File: src/rtl/calc_sequencer.sv
// Host-side sequencer for the calculator FSM: accepts one request, feeds start/A/B,
// waits for completion (with timeout) and holds the response until the host takes it.
module calc_sequencer #(
  parameter int TIMEOUT = 15
) (
  input  logic       clk,
  input  logic       rst,
  input  logic       req_valid,
  output logic       req_ready,
  input  logic [3:0] req_a,
  input  logic [3:0] req_b,
  input  logic [2:0] req_op,
  output logic       rsp_valid,
  input  logic       rsp_ready,
  output logic [7:0] rsp_result,
  output logic       rsp_err,
  output logic       calc_start,
  output logic [3:0] calc_digit,
  output logic       calc_enter,
  output logic [2:0] calc_op,
  input  logic [7:0] calc_result,
  input  logic       calc_done,
  output logic       busy
);

  localparam int CW = (TIMEOUT > 1) ? $clog2(TIMEOUT) : 1;

  localparam logic [2:0] S_IDLE  = 3'd0;
  localparam logic [2:0] S_START = 3'd1;
  localparam logic [2:0] S_A     = 3'd2;
  localparam logic [2:0] S_B     = 3'd3;
  localparam logic [2:0] S_WAIT  = 3'd4;
  localparam logic [2:0] S_RESP  = 3'd5;

  logic [2:0]    state;
  logic [3:0]    a_lat;
  logic [3:0]    b_lat;
  logic [2:0]    op_lat;
  logic [CW-1:0] count;
  logic [7:0]    shadow;

  always_ff @(posedge clk or posedge rst) begin
    if (rst) begin
      state      <= S_IDLE;
      a_lat      <= 4'd0;
      b_lat      <= 4'd0;
      op_lat     <= 3'd0;
      count      <= '0;
      shadow     <= 8'd0;
      rsp_result <= 8'd0;
      rsp_err    <= 1'b0;
    end else begin
      case (state)
        S_IDLE: begin
          if (req_valid) begin
            a_lat  <= req_a;
            b_lat  <= req_b;
            op_lat <= req_op;
            state  <= S_START;
          end
        end
        S_START: state <= S_A;
        S_A:     state <= S_B;
        S_B: begin
          count <= '0;
          state <= S_WAIT;
        end
        S_WAIT: begin
          // The calculator zeroes its result in the done cycle, so the
          // response comes from the value sampled one cycle earlier.
          shadow <= calc_result;
          if (calc_done) begin
            rsp_result <= shadow;
            rsp_err    <= 1'b0;
            state      <= S_RESP;
          end else if (count == CW'(TIMEOUT - 1)) begin
            rsp_result <= 8'hFF;
            rsp_err    <= 1'b1;
            state      <= S_RESP;
          end else begin
            count <= count + 1'b1;
          end
        end
        S_RESP: begin
          if (rsp_ready) state <= S_IDLE;
        end
        default: state <= S_IDLE;
      endcase
    end
  end

  assign req_ready  = (state == S_IDLE);
  assign busy       = (state != S_IDLE);
  assign rsp_valid  = (state == S_RESP);
  assign calc_start = (state == S_START);
  assign calc_enter = (state == S_A) || (state == S_B);
  assign calc_digit = (state == S_A) ? a_lat :
                      (state == S_B) ? b_lat : 4'd0;
  assign calc_op    = ((state == S_START) || (state == S_A) ||
                       (state == S_B) || (state == S_WAIT)) ? op_lat : 3'd0;

endmodule

File: config.mk
export PLATFORM = sky130hd
export DESIGN_NAME = calc_sequencer
export DESIGN_NICKNAME = d
export VERILOG_FILES = /design/src/rtl/calc_sequencer.sv
export SDC_FILE = /design/constraint.sdc
export NUM_CORES = 1
export LEC_CHECK = 0
export CORE_MARGIN = 3
export CORE_UTILIZATION = 50
export CTS_CLUSTER_SIZE = 40
export DETAILED_ROUTE_END_ITERATION = 8
export PLACE_DENSITY = 0.91
export SLEW_MARGIN = 5
export SYNTH_ARGS = -nofsm -noshare
export SYNTH_HDL_FRONTEND = slang
export SYNTH_SLANG_ARGS = --single-unit
File: constraint.sdc
create_clock -name clk -period 2.4 [get_ports clk]
set_input_delay 0.48 -clock clk [delete_from_list [all_inputs] [get_ports clk]]
set_output_delay 0.48 -clock clk [all_outputs]
set_load 0.05 [all_outputs]
**Yosys cells after proc, flatten, opt, wreduce, memory -nomap -nowiden**

Index checks and enable logic that the tools add are counted.

- Register bits after elaboration: 35
- Bits of input ports: 24
- Output and inout bits: 21
- Word-level logic and storage cells: 47

- $add $sub $neg: 1
- Equal/unequal tests: 11
- Muxes and demuxes: 15
- Reductions and logical operators: 12

Operator list:

| kind | count |
|---|---|
| 3-bit case mux with 6 select lines | 1 |
| 4-bit two-way mux | 4 |
| 8-bit two-way mux | 2 |
| 3-bit two-way mux | 5 |
| 4-bit case mux with 2 select lines | 1 |
| 3-bit by 2-bit == test with 1-bit output, second input constant | 2 |
| 3-bit == test, second input constant | 2 |
| 2-bit inequality test, second input constant | 3 |
| 3-bit AND reduction | 2 |
| 4-bit by 1-bit adder with 4-bit output, second input constant | 1 |
| 4-bit == test, second input constant | 1 |
| 1-bit logical OR | 4 |
| 2-bit AND reduction | 2 |
| 2-bit nonzero test | 2 |
| 3-bit by 1-bit == test with 1-bit output, second input constant | 1 |
| 3-bit logical NOT | 1 |
| 3-bit inequality test, second input constant | 1 |
| 3-bit nonzero test | 1 |
| 1-bit two-way mux | 2 |
| 2-bit by 1-bit inequality test with 1-bit output, second input constant | 1 |

**Logic depth before layout (Yosys ltp)**

Gate-level depths: netlist of the first run.

- Word-level depth: 5
- Depth in mapped cells: 6
- Mapped depth without buffers: 5

**Least setup slack after synthesis of the first run**

No wires, ideal clock.

- Path kind: register to output
- From: register state[0]
- To: output port calc_start
- Arrival: 1,947 ps
- Required time: 1,920 ps
- Path slack: -27 ps
- Cell stages (with the launch flop): 3
- Buffers on the path: 1
- Cell sequence: dfrtp_1 > buf_1 > nor3b_1

- Longest elaborated chain between the ends: 1

Ends and longest elaborated chain:

| what | line | source |
|---|---|---|
| start, declared | 35 | `logic [2:0] state;` |
| start signal, assigned | 44 | `state <= S_IDLE;` |
| start signal, assigned | 59 | `state <= S_START;` |
| start signal, assigned | 62 | `S_START: state <= S_A;` |
| 3-bit by 1-bit == test with 1-bit output | 95 | `assign calc_start = (state == S_START);` |
| end, declared | 17 | `output logic calc_start,` |

No other way between the ends.

**Worst setup path after layout of the first run**

- From: register state[2]
- To: output port calc_op[2]

- Longest elaborated chain between the ends: 5
- Elaborated cells between the ends (all ways): 8
- Classes of those cells: eq/ne: 4; mux: 1; reduce/logical: 3

Ends and longest elaborated chain:

| what | line | source |
|---|---|---|
| 3-bit by 1-bit == test with 1-bit output or 3-bit by 2-bit == test with 1-bit output (tied branches) | 99 | `assign calc_op = ((state == S_START) \|\| (state == S_A) \|\|` |
| 1-bit logical OR (2 in series) | 99 |  |
| 1-bit logical OR * | 100 | `(state == S_B) \|\| (state == S_WAIT)) ? op_lat : 3'd0;` |
| 3-bit two-way mux * | 100 |  |
| end, declared | 20 | `output logic [2:0] calc_op,` |

Mark *: on every way between the ends. The rest lies on a longest branch, timed or not.

==> results of run 1 <==
layout make-up:
cell class | instances | area [µm²]
flip-flops and latches | 35 | 876
fillers | 192 | 792
multi-input cells | 92 | 642
repair buffers | 47 | 445
well taps | 42 | 52.6
clock buffers | 7 | 45.0
inverters | 5 | 18.8
clock inverters | 1 | 5.00
placed cells by master (no fill, tap or decap), drive strengths merged:
cell	synthesis	layout
dfrtp	35	35
clkdlybuf4s50	0	32
nand2	28	28
buf	7	15
mux2	11	11
nor2	9	9
o22a	8	8
clkbuf	0	7
inv	5	5
and2	4	4
mux2i	4	4
o211ai	3	3
nand3	3	3
o21ai	2	2
o21a	2	2
ha	2	2
nor3b	2	2
or3b	1	1
a31oi	1	1
a31o	1	1
nand3b	1	1
a2111oi	1	1
o211a	1	1
a311o	1	1
or3	1	1
a2111o	1	1
a21oi	1	1
nand2b	1	1
and3b	1	1
o32ai	1	1
xnor2	1	1
clkinv	0	1
through the flow:
| step | utilization, % | area (µm²) |
|---|---|---|
| finish | 72.5 | 2080 |
| global route | 72.5 | 2080 |
| CTS | 72.5 | 2080 |
| detailed placement | 70.7 | 2030 |
| global placement | 70.7 | 2030 |
| floorplan | - | 1580 |
per-layer routing:
layer	up-vias	track usage, %	routed length [µm]
li1	574	-	-
met1	602	22.2	1480
met2	37	32.9	1770
met3	6	3.78	153
met4	0	9.67	62
met5	-	0	0
power groups by stage:
stage	clock (mW)	combinational, mW	sequential, mW
3_5_place_dp	0	1.74	1.10
6_report	0.297	1.73	1.09
4_1_cts	0.310	1.75	1.09
5_1_grt	0.328	1.83	1.14
3_3_place_gp	0	1.69	1.08
2_1_floorplan	0	1.02	1.28
tightest hold or removal path: stages, from the launching register on:
cell and delay [ns]:
dfrtp_1 0.36, nand2_1 0.05, nand2_1 0.05
registers in the layout (all words and copies together), names as in the netlist:
register and count:
a_lat 4, b_lat 4, count 4, op_lat 3
rsp_err 1, rsp_result 8, shadow 8, state 3
worst max path at each step:
stage	startpoint	endpoint	slack [ns]	depth (start not counted)
2_1_floorplan	state[0]$_DFFE_PP0P_	calc_op[0]	0.20	4
3_3_place_gp	state[2]$_DFFE_PP0P_	a_lat[1]$_DFFE_PP0P_	0.51	4
3_5_place_dp	state[2]$_DFFE_PP0P_	b_lat[1]$_DFFE_PP0P_	0.45	4
4_1_cts	state[2]$_DFFE_PP0P_	calc_op[2]	0.09	5
5_1_grt	state[2]$_DFFE_PP0P_	calc_op[2]	0.01	5
6_report	state[2]$_DFFE_PP0P_	calc_op[2]	0.10	5
cell families (layout without fill, tap and decap cells):
| kind of cell | after synthesis | after routing | share of synthesized area [%] |
|---|---|---|---|
| flip-flops | 35 | 35 | 55.5 |
| adder cells (fa/ha/maj) | 2 | 2 | 1.58 |
| buffers and inverters | 12 | 60 | 4.20 |
| multiplexers | 15 | 15 | 10.4 |
| XOR/XNOR | 1 | 1 | 0.555 |
| AND/OR/NAND/NOR | 51 | 51 | 14.8 |
| AO/OA/AOI/OAI | 23 | 23 | 13.0 |
==> summary.txt, run 1 <==
Worst setup path
  • Crit path DAT: 1.82 ns
  • Worst path bufs/invs: 2
  • Crit path max-delay cell type: dfrtp_1
  • CP top delay family: simple AND/OR/NAND/NOR gates
  • Worst r2r src: state[2]$_DFFE_PP0P_
  • Worst flop-to-flop path endpoint: b_lat[1]$_DFFE_PP0P_
  • Kind of critical path: flop to output port
  • Required @ worst endpoint: 1.92 ns
  • Worst Reg2Reg Path Length in Cells: 4
  • Crit path cell chain: or3_1 > inv_2 > nor2_1 > and2_1 > buf_4
  • Critical Path Max Stage Delay: 0.49 ns
  • R2R Setup Slk: 0.39 ns
  • CP endpoint kind: output port
  • Critical Path Source Type: flop
  • Maximum fanout along the worst path: 11

Timing
  • Fmax: 0.435 GHz
  • Tmin final: 2.30 ns
  • Final setup fails: 0
  • Hold slack: 0.488 ns
  • Final-report hold violation count: 0
  • Final Worst Setup Slack: 0.103 ns
  • Clock Skew: 0.0166 ns
  • Fin Setup TNS: 0 ns
  • Worst slew pin tran: 0.607 ns
  • RSZ-0062 raised after global routing: false
  • Slew Limit Fails: 0
  • Relative slew slack: 59.5%
  • Final Cycle Share: 95.7%

CTS
  • Clk_lat worst skew: 0.34 ns
  • Cts bufs inserted: 5
  • Post-CTS Resized: 0
  • # H-tree levels: 2
  • CTS tree: built
  • Max clock buf depth: 2
  • Post-CTS Setup Bufs: 0
  • Clock root buffer: clkbuf_4
  • CTS sink count: 35
  • Register clock-pin slew on the reported worst setup and hold paths: 0.11 ns
  • CTS Hold Bufs: 0

Logic synthesis
  • YS warnings: 0
  • Count leader, synth: dfrtp_1
  • #FFs+latches synth: 35
  • Mapped cell area: 1580 µm²
  • Syn Nets: 165
  • Ys async rst share: 100%
  • Count of cell types in the netlist: 35
  • Largest cells by area after synthesis: dfrtp_1 (55%), mux2_2 (7.1%), nand2_1 (6.7%)
  • Predominant post-synthesis flop cell: dfrtp_1
  • Post-synth top cells: dfrtp_1 (35), nand2_1 (28), mux2_2 (10)
  • Top cell type's share of synthesized area: 55.5%
  • Post-synthesis sequential area ratio: 55.5%
  • Avg Inst Size Synth: 11.4 µm²
  • Post-synth EDFFs: 0
  • Cells after Synth: 139
  • Dominant cell type by area after synthesis: dfrtp_1

Detailed routing
  • Routed len/inst: 15.1 µm
  • Drt first pass iters: 4
  • Initial DRC count: 85
  • DRT Wirelength: 3460 µm
  • Antenna-violating nets left: 0
  • Post-DR vias/cell: 5.32
  • Post-route DRC: 0
  • Vias: 1,219

Worst hold path
  • Min-delay src: shadow[5]$_DFFE_PP0N_
  • Hold WC Path Type: flop to flop
  • Hold path endpoint: shadow[5]$_DFFE_PP0N_
  • Worst hold path depth: 2

Global route
  • Vias in the first global route: 1,291
  • Total track usage: 19.0%
  • Overflow left after global routing: 0
  • First-pass GRT wire length: 5870 µm
  • Initial antenna violation count: 0
  • Largest net degree at the start of global routing: 36

Power and ir drop
  • Power share of the clock group: 9.5%
  • Leakage: 0.934 nW
  • Seq pwr share: 35.1%
  • Power Internal: 1.64 mW
  • Net Sw Power: 1.48 mW
  • Switching portion of total power: 47.3%
  • Total Power: 3.12 mW
  • Gate power share: 55.4%
  • PD cells: 1500 nW/µm²
  • Peak VDD IR: 0.778 mV

Floorplanning
  • Initial Utilization: 54.9%
  • Die width: 62.2 µm
  • Num rows: 19
  • Core Footprint: 2880 µm²
  • Top-Level Pins: 45
  • Die area: 3870 µm²
  • Die height: 62.2 µm

Placed design
  • Gp weighted congestion: 0.786
  • PortBufs: 44
  • Worst slack at placement: 0.445 ns
  • Dpl hpwl: 2620 µm
  • Placed insts: 221

Finish
  • Layout cells sized above 1: 19.3%
  • Diodes inserted: 0
  • Nets: 212
  • Final cell count without fillers: 229
  • Synthesis-to-finish area growth: 32.0%

Flow run
  • Max_cap viols: 0

Outcome
  • Status: finished, final reports clean
No activity file was read; power rests on OpenSTA's default activity.
==> inputs of run 2 (changes only) <==
--- a/config.mk
+++ b/config.mk
@@ -5,11 +5,14 @@
 export SDC_FILE = /design/constraint.sdc
 export NUM_CORES = 1
 export LEC_CHECK = 0
+export CELL_PAD_IN_SITES_DETAIL_PLACEMENT = 1
+export CELL_PAD_IN_SITES_GLOBAL_PLACEMENT = 1
 export CORE_MARGIN = 3
-export CORE_UTILIZATION = 50
+export CORE_UTILIZATION = 51
 export CTS_CLUSTER_SIZE = 40
 export DETAILED_ROUTE_END_ITERATION = 8
-export PLACE_DENSITY = 0.91
+export DONT_BUFFER_PORTS = 1
+export PLACE_DENSITY = 0.9
 export SLEW_MARGIN = 5
 export SYNTH_ARGS = -nofsm -noshare
 export SYNTH_HDL_FRONTEND = slang
==> run 2 against run 1 <==
Clock power rose by 24%. Wire length is 1.7% higher. Global-route usage grew 2.2 points. Total power shrank 1.3%. Sequential cell count stayed put. Utilization decreased by 10 points. Cell area down 14%.
==> summary.txt, run 2 (synthesis gave the netlist of run 1 again) <==
Worst setup path
  • Worst flop-to-flop path endpoint: a_lat[2]$_DFFE_PP0P_
  • Worst path bufs/invs: 2 (unchanged)
  • CP top delay family: simple AND/OR/NAND/NOR gates
  • Critical Path Max Stage Delay: 0.49 ns (about the same)
  • Crit path cell chain: or3_1 > inv_2 > nor2_1 > and2_1 > buf_12
  • CP endpoint kind: output port
  • CP Launch Point: state[2]$_DFFE_PP0P_
  • Worst r2r src: state[2]$_DFFE_PP0P_
  • Maximum fanout along the worst path: 11 (unchanged)
  • Critical Path Source Type: flop
  • R2R Setup Slk: 0.45 ns (+0.06 ns)
  • Worst Reg2Reg Path Length in Cells: 4 (unchanged)
  • Crit path max-delay cell type: dfrtp_1
  • Kind of critical path: flop to output port
  • Crit path DAT: 1.77 ns (-0.05 ns)
  • Required @ worst endpoint: 1.92 ns (about the same)

Finish
  • Post-layout instance area: 1780 µm² (-14%)
  • Commonest non-fill, non-tap cell in the layout: dfrtp_1
  • Top Registers: rsp_result (8), shadow (8)
  • Nets: 178 (-16%)
  • Final Util: 62.5% (-10 points)
  • Most frequent cells in the layout: dfrtp_1 (35), nand2_1 (28), mux2_2 (10), buf_4 (10)
  • Diodes inserted: 0 (unchanged)
  • Filler cells: 305 (+59%)
  • Synthesis-to-finish area growth: 12.9%
  • Layout cells sized above 1: 23.5% (+4.3 points)

CTS
  • Post-CTS Resized: 0 (unchanged)
  • Register clock-pin slew on the reported worst setup and hold paths: 0.11 ns (about the same)
  • # H-tree levels: 2 (unchanged)
  • CTS sink count: 35 (unchanged)
  • Clk_lat worst skew: 0.33 ns (about the same)
  • Post-CTS Setup Bufs: 0 (unchanged)
  • Cts bufs inserted: 5 (unchanged)
  • Clock root buffer: clkbuf_4
  • CTS tree: built
  • Max clock buf depth: 2 (unchanged)
  • CTS Hold Bufs: 0 (unchanged)

Timing
  • Final-report hold violation count: 0 (unchanged)
  • Fmax: 0.444 GHz (+1.9%)
  • Slew Limit Fails: 0 (unchanged)
  • Worst slew pin tran: 0.586 ns (-0.0206 ns)
  • RSZ-0062 raised after global routing: false
  • Final Cycle Share: 93.9% (-1.8 points)
  • Fin Setup TNS: 0 ns (unchanged)
  • Hold slack: 0.113 ns (-0.374 ns)
  • Tmin final: 2.25 ns (-0.0430 ns)
  • Final setup fails: 0 (unchanged)
  • Clock Skew: 0.00817 ns (-0.00847 ns)
  • Relative slew slack: 60.9% (+1.4 points)

Flow run
  • Max_cap viols: 0 (unchanged)

Global route
  • Met3 usage: 7.55% (+3.8 points)
  • First-pass GRT wire length: 5600 µm (-4.5%)
  • Vias in the first global route: 1,177 (-8.8%)
  • GRT met2 Usage: 36.2% (+3.2 points)
  • Initial antenna violation count: 0 (unchanged)
  • Overflow left after global routing: 0 (unchanged)
  • Total track usage: 21.2% (+2.2 points)
  • Met1 Use GR: 24.0% (+1.8 points)
  • Largest net degree at the start of global routing: 36 (unchanged)
  • GRT Max-Usage Layer: met2

Power and ir drop
  • PD cells: 1730 nW/µm² (+15%)
  • Peak VDD IR: 0.812 mV (+4.3%)
  • Net Sw Power: 1.49 mW (+0.88%)
  • Switching portion of total power: 48.3% (+1.0 points)
  • Gate power share: 43.8% (-12 points)
  • Leakage: 0.813 nW (-13%)
  • Power Internal: 1.59 mW (-3.2%)
  • Seq pwr share: 44.3% (+9.2 points)
  • Power share of the clock group: 11.9% (+2.4 points)
  • Total Power: 3.08 mW (-1.3%)

Detailed routing
  • Routed len/inst: 19.1 µm (+27%)
  • DRT Wirelength: 3520 µm (+1.7%)
  • Antenna-violating nets left: 0 (unchanged)
  • Post-route DRC: 0 (unchanged)
  • Drt first pass iters: 4 (unchanged)
  • Initial DRC count: 47 (-45%)
  • Post-DR vias/cell: 5.98 (+12%)
  • Vias: 1,101 (-9.7%)

Placed design
  • Dpl hpwl: 2610 µm (-0.63%)
  • PortBufs: 0 (-100%)
  • Placed Area: 1710 µm² (-16%)
  • Gp weighted congestion: 0.815 (+3.7%)

Floorplanning
  • Die width: 61.6 µm (-0.89%)
  • Initial Utilization: 55.4% (+0.46 points)
  • Core Footprint: 2850 µm² (-0.83%)
  • Top-Level Pins: 45 (unchanged)
  • Die height: 61.6 µm (-0.89%)
  • Die area: 3800 µm² (-1.8%)
  • Num rows: 19 (unchanged)

Worst hold path
  • Hold WC Path Type: input pin to async pin

Outcome
  • Status: finished, final reports clean
run 2: final cells by class:
type,count,area (µm²),area share (%)
sequential,35,876,49.1
multi-input combinational,92,642,36.0
clock inverter,1,7.51,0.421
tap,31,38.8,2.18
inverter,5,18.8,1.05
clock buffer,7,65.1,3.65
timing repair buffer,13,135,7.58
run 2: stage by stage:
stage	cells	setup WS [ns]
2_1_floorplan	139	0.201
3_3_place_gp	176	0.551
3_5_place_dp	176	0.463
4_1_cts	184	0.125
5_1_grt	184	0.0311
6_report	184	0.146
run 2: worst max-delay path by stage:
stage	end	slack, ns	cells past startpoint
after floorplan	calc_op[0]	0.20	4
after global placement	op_lat[2]$_DFFE_PP0P_	0.55	4
after detailed placement	b_lat[3]$_DFFE_PP0P_	0.46	4
after CTS	calc_op[2]	0.13	5
after global routing	calc_op[2]	0.03	5
final	calc_op[2]	0.15	5
run 2: power groups by stage:
stage	registers [mW]	logic, mW	clock network [mW]
after floorplan	1.28	1.02	0
after global placement	1.34	1.29	0
after detailed placement	1.38	1.36	0
after CTS	1.37	1.37	0.370
after global routing	1.41	1.46	0.410
final	1.36	1.35	0.367
run 2: per-layer routing:
metal	share of wire, %	vias to the layer above
met5	0	-
met4	2.0	0
met3	5.1	7
met2	53	35
met1	40	552
li1	-	507
run 2: worst reg2reg max path, cell delays in order, from the launching register on:
cell and delay (ns):
dfrtp_1 0.49, or3_1 0.45, inv_2 0.09, and2_1 0.42
mux2_2 0.40
==> inputs of run 3 (changes only) <==
--- a/config.mk
+++ b/config.mk
@@ -13,6 +13,7 @@
 export DETAILED_ROUTE_END_ITERATION = 8
 export DONT_BUFFER_PORTS = 1
 export PLACE_DENSITY = 0.9
+export SETUP_SLACK_MARGIN = 0.15
 export SLEW_MARGIN = 5
 export SYNTH_ARGS = -nofsm -noshare
 export SYNTH_HDL_FRONTEND = slang
==> run 3 against run 2 <==
Maximum frequency increased by 4.4%. Cell area grew 2.1%. First-iteration DRC count fell by 30%. Count of clock-buffer cells in the layout stayed put. Via count grew 0.36%. Critical path type unchanged. Critical endpoint unchanged. Highest routed layer unchanged.
==> summary.txt, run 3 (synthesis gave the netlist of run 1 again) <==
Placed design
  • PortBufs: 0 (unchanged)
  • Gp weighted congestion: 0.815 (unchanged)
  • Dpl hpwl: 2610 µm (unchanged)
  • Placed insts: 176 (unchanged)

Detailed routing
  • Initial DRC count: 33 (-30%)
  • Post-route DRC: 0 (unchanged)
  • Drt first pass iters: 4 (unchanged)
  • DRT Wirelength: 3540 µm (+0.37%)
  • Vias: 1,105 (+0.36%)
  • Post-DR vias/cell: 5.88 (-1.8%)
  • Routed len/inst: 18.8 µm (-1.8%)
  • Antenna-violating nets left: 0 (unchanged)

Global route
  • First-pass GRT wire length: 5600 µm (unchanged)
  • Overflow left after global routing: 0 (unchanged)
  • Vias in the first global route: 1,177 (unchanged)
  • Largest net degree at the start of global routing: 36 (unchanged)
  • Total track usage: 21.2% (unchanged)
  • Initial antenna violation count: 0 (unchanged)

Timing
  • RSZ-0062 raised after global routing: false
  • Final setup fails: 0 (unchanged)
  • Final-report hold violation count: 0 (unchanged)
  • Clock Skew: 0.00606 ns (-0.00212 ns)
  • Slew Limit Fails: 0 (unchanged)
  • Worst slew pin tran: 0.588 ns (+0.00193 ns)
  • Fmax: 0.463 GHz (+4.4%)
  • Tmin final: 2.16 ns (-0.0960 ns)
  • Relative slew slack: 60.8% (-0.13 points)
  • Final Cycle Share: 89.9% (-4.0 points)
  • Fin Setup TNS: 0 ns (unchanged)

CTS
  • Register clock-pin slew on the reported worst setup and hold paths: 0.11 ns (about the same)
  • CTS Hold Bufs: 0 (unchanged)
  • Max clock buf depth: 2 (unchanged)
  • CTS sink count: 35 (unchanged)
  • Cts bufs inserted: 5 (unchanged)
  • Clock root buffer: clkbuf_4
  • CTS tree: built
  • # H-tree levels: 2 (unchanged)
  • Clk_lat worst skew: 0.33 ns (about the same)

Worst setup path
  • Kind of critical path: flop to output port
  • CP endpoint kind: output port
  • Maximum fanout along the worst path: 7 (-4)
  • R2R Setup Slk: 0.42 ns (-0.03 ns)
  • Critical Path Source Type: flop
  • Crit path DAT: 1.68 ns (-0.09 ns)
  • Required @ worst endpoint: 1.92 ns (about the same)

Finish
  • Most frequent cells in the layout: dfrtp_1 (33), nand2_1 (28), buf_4 (14)
  • Layout cells sized above 1: 27.4% (+3.9 points)
  • Synthesis-to-finish area growth: 15.3%
  • Top Registers: rsp_result (8), shadow (8)
  • Commonest non-fill, non-tap cell in the layout: dfrtp_1
  • Nets: 182 (+2.2%)
  • Diodes inserted: 0 (unchanged)
  • Final Util: 63.8% (+1.3 points)
  • Final cell count without fillers: 188 (+2.2%)

Floorplanning
  • Top-Level Pins: 45 (unchanged)
  • Die area: 3800 µm² (unchanged)
  • Die width: 61.6 µm (unchanged)
  • Num rows: 19 (unchanged)
  • Initial Utilization: 55.4% (unchanged)
  • Core Footprint: 2850 µm² (unchanged)
  • Die height: 61.6 µm (unchanged)

Power and ir drop
  • Peak VDD IR: 0.812 mV (about the same)
  • Leakage: 0.832 nW (+2.3%)
  • Total Power: 3.12 mW (+1.5%)
  • PD cells: 1720 nW/µm² (-0.62%)

Worst hold path
  • Hold WC Path Type: input pin to async pin

Outcome
  • Status: finished, final reports clean

Flow run
  • Max_cap viols: 0 (unchanged)
run 3: cell count changes in the layout (fill, tap and decap cells not counted):
cell | previous run | this run
buf_4 | 10 | 14
dfrtp_1 | 35 | 33
dfrtp_2 | 0 | 2
or3_1 | 1 | 0
or3_4 | 0 | 1
run 3: worst paths after layout:
path / cells past startpoint / start / endpoint
max: 5 / state[2]$_DFFE_PP0P_ / calc_op[2]
min: 2 / rst / rsp_result[7]$_DFFE_PP0P_
max reg2reg: 5 / state[2]$_DFFE_PP0P_ / rsp_result[7]$_DFFE_PP0P_
min reg2reg: 2 / shadow[4]$_DFFE_PP0N_ / shadow[4]$_DFFE_PP0N_
max in group asynchronous: 2 / rst / state[1]$_DFFE_PP0P_
min in group clk: 2 / calc_result[4] / shadow[4]$_DFFE_PP0N_
run 3: report_power, final:
group          total, mW  internal [mW]  switching [mW]
logic               1.40          0.585           0.810
registers           1.36          0.873           0.490
clock network      0.367          0.171           0.196
run 3: critical path, stage by stage, from the launching register on:
cell,delay (ns)
dfrtp_2,0.46
or3_4,0.40
inv_2,0.07
nor2_1,0.07
and2_1,0.19
buf_12,0.15
run 3: cell type report:
class	instances	area, µm²
Clock buffer	7	65.1
Timing Repair Buffer	17	165
Tap cell	31	38.8
Fill cell	302	1030
Clock inverter	1	7.51
Inverter	5	18.8
Multi-Input combinational cell	92	647
Sequential cell	35	878
run 3: layer usage:
metal,vias up,wire [µm],GRT usage [%]
li1,514,-,-
met1,555,1440,24.0
met2,29,1870,36.2
met3,7,152,7.55
met4,0,71,8.79
met5,-,0,0
run 3: metrics by stage:
step | hold WS [ns] | area (µm²) | setup slack (ns)
2_1_floorplan | 0.446 | 1580 | 0.201
3_3_place_gp | 0.457 | 1710 | 0.551
3_5_place_dp | 0.475 | 1710 | 0.463
4_1_cts | 0.121 | 1780 | 0.155
5_1_grt | 0.119 | 1820 | 0.164
6_report | 0.115 | 1820 | 0.242
run 3: timing repair:
item | 4_1_cts | 5_1_grt
setup endpoints to repair | 3 | 3
setup buffers | 0 | 4
hold endpoints to repair | 0 | 0
gates resized for setup | 1 | 2
